==> config.mk <==
export PLATFORM = sky130hd
export DESIGN_NAME = sa_feeder
export DESIGN_NICKNAME = d
export VERILOG_FILES = /design/src/rtl/sa_pkg.sv /design/src/rtl/skew_line.sv /design/src/rtl/sa_feeder.sv
export SDC_FILE = /design/constraint.sdc
export NUM_CORES = 2
export LEC_CHECK = 0
export CAP_MARGIN = 0
export CORE_UTILIZATION = 60
export CTS_BUF_LIST = sky130_fd_sc_hd__clkbuf_16
export DETAILED_ROUTE_END_ITERATION = 6
export PLACE_DENSITY = 0.78
export SLEW_MARGIN = 20
export SYNTH_ARGS = -nofsm -noshare
export SYNTH_HDL_FRONTEND = slang
export SYNTH_HIERARCHICAL = 1
export SYNTH_SLANG_ARGS = --single-unit
==> constraint.sdc <==
create_clock -name clk -period 13.7 [get_ports clk]
set_input_delay 1.37 -clock clk [delete_from_list [all_inputs] [get_ports clk]]
set_output_delay 1.37 -clock clk [all_outputs]
set_load 0.02 [all_outputs]
==> src/rtl/sa_pkg.sv <==
// rtl/sa_pkg.sv - shared constants and FSM state for the systolic array feeder
package sa_pkg;

  localparam int N  = 4;
  localparam int K  = 16;
  localparam int DW = 16;

  typedef enum logic [1:0] {
    ST_IDLE   = 2'd0,
    ST_LOAD   = 2'd1,
    ST_STREAM = 2'd2,
    ST_DRAIN  = 2'd3
  } sa_state_t;

  // Cycles from T0 until the last PE on the anti-diagonal has folded in its final beat.
  function automatic int done_lat(input int n, input int k);
    return 2 * (n - 1) + k + 1;
  endfunction

  localparam int DONE_LAT = done_lat(N, K);

endpackage

==> src/rtl/skew_line.sv <==
// rtl/skew_line.sv - DW-wide delay chain of DEPTH stages with synchronous flush
module skew_line #(
  parameter int DW    = 16,
  parameter int DEPTH = 0
) (
  input  logic          clk,
  input  logic          rst_n,
  input  logic          flush,
  input  logic [DW-1:0] d,
  output logic [DW-1:0] q
);

  generate
    if (DEPTH == 0) begin : g_wire
      // Lane 0 has no skew; the clock, reset and flush are not needed here.
      logic unused_ok;
      assign unused_ok = ^{clk, rst_n, flush};
      assign q = d;
    end else begin : g_chain
      logic [DW-1:0] stage [DEPTH];

      // Shift the element one stage per cycle; flush empties the whole line at once.
      always_ff @(posedge clk or negedge rst_n) begin
        if (!rst_n) begin
          stage <= '{default: '0};
        end else if (flush) begin
          stage <= '{default: '0};
        end else begin
          stage[0] <= d;
          for (int i = 1; i < DEPTH; i++) begin
            stage[i] <= stage[i-1];
          end
        end
      end

      assign q = stage[DEPTH-1];
    end
  endgenerate

endmodule

==> src/rtl/sa_feeder.sv <==
// rtl/sa_feeder.sv - buffers one K-beat tile and streams it skewed into an N x N systolic array
module sa_feeder #(
  parameter int N  = 4,
  parameter int K  = 16,
  parameter int DW = 16
) (
  input  logic              clk,
  input  logic              rst_n,
  input  logic              i_abort,
  input  logic              s_valid,
  output logic              s_ready,
  input  logic [N*DW-1:0]   s_map,
  input  logic [N*DW-1:0]   s_weight,
  output logic [N*DW-1:0]   o_map,
  output logic [N*DW-1:0]   o_weight,
  output logic [2*N-2:0]    o_clear,
  output logic              o_busy,
  output logic              o_done
);

  import sa_pkg::sa_state_t;
  import sa_pkg::ST_IDLE;
  import sa_pkg::ST_LOAD;
  import sa_pkg::ST_STREAM;
  import sa_pkg::ST_DRAIN;

  localparam int CW   = $clog2(K);
  localparam int DONE = sa_pkg::done_lat(N, K);
  localparam int TW   = $clog2(DONE + 1);
  localparam int LW   = N * DW;
  localparam int CLRW = 2 * N - 1;

  sa_state_t     state;
  logic [CW-1:0] beat_cnt;
  logic [TW-1:0] cyc_cnt;
  logic [LW-1:0] tile_map [K];
  logic [LW-1:0] tile_wgt [K];
  logic [LW-1:0] src_map;
  logic [LW-1:0] src_wgt;
  logic          accept;

  // Abort always wins over an offered beat.
  assign accept = s_valid && s_ready && !i_abort;

  // Tile buffer: written in arrival order, contents hold through any gaps.
  always_ff @(posedge clk) begin
    if (accept) begin
      tile_map[beat_cnt] <= s_map;
      tile_wgt[beat_cnt] <= s_weight;
    end
  end

  // Control FSM: cyc_cnt is 0 in T0, so the done pulse lands in cycle T0+DONE.
  always_ff @(posedge clk or negedge rst_n) begin
    if (!rst_n) begin
      state    <= ST_IDLE;
      beat_cnt <= '0;
      cyc_cnt  <= '0;
      s_ready  <= 1'b0;
      o_busy   <= 1'b0;
      o_done   <= 1'b0;
      o_clear  <= '0;
    end else if (i_abort) begin
      state    <= ST_IDLE;
      beat_cnt <= '0;
      cyc_cnt  <= '0;
      s_ready  <= 1'b1;
      o_busy   <= 1'b0;
      o_done   <= 1'b0;
      o_clear  <= '0;
    end else begin
      o_done  <= 1'b0;
      o_clear <= o_clear << 1;
      case (state)
        ST_IDLE, ST_LOAD: begin
          s_ready <= 1'b1;
          if (accept) begin
            if (beat_cnt == CW'(K - 1)) begin
              state    <= ST_STREAM;
              beat_cnt <= '0;
              cyc_cnt  <= '0;
              s_ready  <= 1'b0;
              o_busy   <= 1'b1;
              o_clear  <= CLRW'(1);
            end else begin
              state    <= ST_LOAD;
              beat_cnt <= beat_cnt + CW'(1);
            end
          end
        end
        ST_STREAM: begin
          cyc_cnt <= cyc_cnt + TW'(1);
          if (cyc_cnt == TW'(DONE - 1)) o_done <= 1'b1;
          if (cyc_cnt == TW'(K)) state <= ST_DRAIN;
        end
        ST_DRAIN: begin
          cyc_cnt <= cyc_cnt + TW'(1);
          if (cyc_cnt == TW'(DONE - 1)) o_done <= 1'b1;
          if (cyc_cnt == TW'(DONE)) begin
            state   <= ST_IDLE;
            cyc_cnt <= '0;
            s_ready <= 1'b1;
            o_busy  <= 1'b0;
          end
        end
        default: state <= ST_IDLE;
      endcase
    end
  end

  // Unskewed source: beat b appears in T0+1+b, zero outside the window.
  always_ff @(posedge clk or negedge rst_n) begin
    if (!rst_n) begin
      src_map <= '0;
      src_wgt <= '0;
    end else if (i_abort) begin
      src_map <= '0;
      src_wgt <= '0;
    end else if (state == ST_STREAM && cyc_cnt < TW'(K)) begin
      src_map <= tile_map[cyc_cnt[CW-1:0]];
      src_wgt <= tile_wgt[cyc_cnt[CW-1:0]];
    end else begin
      src_map <= '0;
      src_wgt <= '0;
    end
  end

  // Lane k is delayed k cycles so each anti-diagonal of PEs sees aligned operands.
  generate
    for (genvar k = 0; k < N; k++) begin : g_lane
      skew_line #(.DW(DW), .DEPTH(k)) u_map_skew (
        .clk   (clk),
        .rst_n (rst_n),
        .flush (i_abort),
        .d     (src_map[k*DW +: DW]),
        .q     (o_map[k*DW +: DW])
      );
      skew_line #(.DW(DW), .DEPTH(k)) u_wgt_skew (
        .clk   (clk),
        .rst_n (rst_n),
        .flush (i_abort),
        .d     (src_wgt[k*DW +: DW]),
        .q     (o_weight[k*DW +: DW])
      );
    end
  endgenerate

endmodule

==> out/metrics.yaml <==
yosys:
  synth_cell_type_count: 41
  syn_inst: 4004
  ys_warn_count: 6
  syn_avg_cell_area_um2: 22.0
  synth_edf_count: 2048
  synth-seq-cells: 2389
  synth_nets: 4143
  synthesis.area_um2: 88200
  ys.flop_type: "edfxtp_1"
  synthArstFlopShare_pct: 14.3
  synth-seq-area-share_pct: 79.4
detailed_routing:
  num_vias: 42100
  firstDrtPassIters: 7
  wl_mm: 203
  dr_wl_met2_mm: 101
  drt.antenna.violating_nets: 0
  viasPerCell: 6.61
  highest_layer: "met5"
  drt_iter0_drc: 5202
  wl_met1_mm: 76.2
  wl_met3_mm: 19.9
  drc_errors: 0
  wire_per_inst_um: 31.9
sta:
  tns_ns: 0
  hold_viol: 0
  finalCritPeriodShare_pct: 34.1
  slew_viol_final: 0
  rsz0062_at_grt: "false"
  setup_viol: 0
  hold-worst-slack_ns: 0.456
  worstMarginPinSlew_ns: 1.16
  fin_crit_ns: 4.67
  max_freq_mhz: 214
  relSlewSlack_pct: 22.6
  fin_worst_skew_ns: 0.0552
worst_setup_path:
  r2r-start: "cyc_cnt[1]$_DFFE_PN0P_"
  cpPeakStageDelay_ns: 0.87
  critPathBufInv: 4
  worst-path-max-fanout: 49
  crit_required_ns: 14.14
  r2r_cells: 7
  crit_family: "buffers and inverters"
  crit_path_frequent_cell: "buf_4"
  endpoint_kind: "flip-flop"
  setup.worst_path.end: "tile_map[11][7]$_DFFE_PP_"
  r2r_end: "src_wgt[14]$_DFF_PN0_"
  crit_type: "primary input to flip-flop"
  crit_cells: 8
  worst_path_max_delay_cell: "buf_4"
  cp.arrival_ns: 5.11
  crit_path_start: "s_valid"
  path_cells: "clkdlybuf4s50_1 -> nand2_1 -> nor2_1 -> nand2_1 -> nor2_4 -> buf_4 -> buf_4 -> buf_4"
  cp-start-kind: "primary input"
  rrSetupSlack_ns: 9.37
die:
  die_h_um: 385
  std_cell_rows: 140
  die_w_um: 385
  start_util_pct: 60.5
  core_area_um2: 146000
  dieArea_um2: 149000
  ios: 270
clocking:
  ctsLongestPathBuffers: 3
  cts.sinks: 2389
  cts_resized: 0
  cts-root-buf: "clkbuf_16"
  cts_max_level: 4
  clk_pin_slew_ns: 0.06
  clock_insertion_delay_worst_skew_ns: 0.86
  cts_buffers: 218
  cts_tree: "yes"
  post_cts_buffers: 0
  hold_buffers: 0
pwr:
  p_per_area_nw_per_um2: 141
  power.static_leakage_nw: 32.6
  peakVddDrop_uv: 112
layout:
  drive_above_1_share_pct: 20.7
  final_common_cell: "edfxtp_1"
  final_cell_mix: "edfxtp_1, mux4_2, dfrtp_1"
  synthToLayoutAreaGrowth_pct: 12.4
  fin_util_pct: 68.0
  nets: 4392
placement:
  portBuffers: 269
  dp_hpwl_mm: 90.3
  gp_congestion: 0.752
global_routing:
  grt_max_degree: 158
  grt_pass1_vias: 43100
  grt-ovfl-total: 0
  track_usage_pct: 27.8
  antenna_found_initial: 34
  grt_pass1_wl_mm: 294
min_path:
  hp-class: "flip-flop to flip-flop"
outcome:
  status: "finished clean"
job:
  drv_cap: 0
[report_power, final]
group	internal (mW)	total [mW]	leakage, nW	switching, mW
clock network	3.16	5.78	3.61	2.63
logic	0.0549	0.212	5.82	0.157
registers	7.94	7.95	23.2	0.0100
total	11.2	13.9	32.6	2.79
[cell type report]
type,count,area [um^2]
Antenna cell,13,32.5
Tap cell,1917,2400
Clock buffer,219,5480
Sequential cell,2389,70000
Clock inverter,196,1360
Inverter,6,27.5
Fill cell,8668,46600
Timing Repair Buffer,334,3410
Multi-Input combinational cell,1304,16400
[cell usage after synthesis, drive strengths merged (2+ instances only)]
| cell | number | area (um^2) |
|---|---|---|
| a21oi | 126 | 631 |
| a221o | 122 | 1220 |
| a22o | 3 | 26.3 |
| a22oi | 5 | 37.5 |
| and2 | 6 | 37.5 |
| and2b | 12 | 105 |
| buf | 230 | 1640 |
| clkbuf | 75 | 282 |
| dfrtp | 341 | 8530 |
| edfxtp | 2048 | 61500 |
| ha | 7 | 87.6 |
| inv | 6 | 22.5 |
| mux2i | 9 | 90.1 |
| mux4 | 510 | 11500 |
| nand2 | 256 | 961 |
| nand2b | 5 | 31.3 |
| nand3 | 6 | 30.0 |
| nor2 | 18 | 67.6 |
| nor2b | 182 | 1170 |
| nor3 | 9 | 45.0 |
| o21ai | 11 | 55.1 |
| xnor2 | 2 | 17.5 |
| xor2 | 2 | 17.5 |
[registers in the layout, summed over array words and instances, names as in the netlist]
signal / count
src_map: 64
g_lane.u_wgt_skew/g_chain.stage: 48
tile_wgt: 1024
g_lane.u_wgt_skew/q: 48
s_ready: 1
cyc_cnt: 5
state: 2
g_lane.u_map_skew/q: 48
tile_map: 1024
o_busy: 1
beat_cnt: 4
g_lane.u_map_skew/g_chain.stage: 48
o_done: 1
src_wgt: 64
o_clear: 7
[through the flow]
stage	cell area, um^2	worst slack, ns	cells	power [mW]
2_1_floorplan	88200	2.40	4004	8.15
5_1_grt	99100	8.94	6378	14.3
6_report	99100	9.03	6378	13.9
3_3_place_gp	92200	8.21	5949	8.30
4_1_cts	99000	9.08	6364	14.0
3_5_place_dp	92200	8.25	5949	8.31
[worst min-delay path by stage]
stage | from | cells past startpoint | to
2_1_floorplan | src_map[19]$_DFF_PN0_ | 1 | g_lane[1].u_map_skew/q[3]$_DFF_PN0_
3_3_place_gp | g_lane[3].u_map_skew/g_chain.stage[46]$_DFF_PN0_ | 1 | g_lane[3].u_map_skew/g_chain.stage[30]$_DFF_PN0_
3_5_place_dp | g_lane[2].u_map_skew/g_chain.stage[22]$_DFF_PN0_ | 1 | g_lane[2].u_map_skew/q[6]$_DFF_PN0_
4_1_cts | g_lane[2].u_map_skew/g_chain.stage[22]$_DFF_PN0_ | 1 | g_lane[2].u_map_skew/q[6]$_DFF_PN0_
5_1_grt | src_map[62]$_DFF_PN0_ | 1 | g_lane[3].u_map_skew/g_chain.stage[46]$_DFF_PN0_
6_report | g_lane[3].u_map_skew/g_chain.stage[22]$_DFF_PN0_ | 1 | g_lane[3].u_map_skew/q[6]$_DFF_PN0_
[kinds of logic after synthesis]
| family | synth area share (%) |
|---|---|
| compound gates | 2.30 |
| xor+xnor | 0.0397 |
| fa+ha+maj | 0.0993 |
| buf+inv | 2.21 |
| flops | 79.4 |
| mux | 13.1 |
| simple gates | 2.82 |
[metal layers]
| metal | vias to the layer above | global-route usage [%] |
|---|---|---|
| met5 | - | 0 |
| met3 | 384 | 6.21 |
| li1 | 16700 | - |
| met1 | 22500 | 38.8 |
| met4 | 42 | 10.2 |
| met2 | 2580 | 44.0 |
[worst register-to-register path: cells and delay by family (launching register included)]
| family | cells | cell delay (ns) |
|---|---|---|
| simple gates | 1 | 0.10 |
| buf+inv | 3 | 2.46 |
| flops | 1 | 0.77 |
| compound gates | 2 | 0.40 |
| mux | 1 | 0.47 |
No activity file was read; power rests on OpenSTA's default activity.
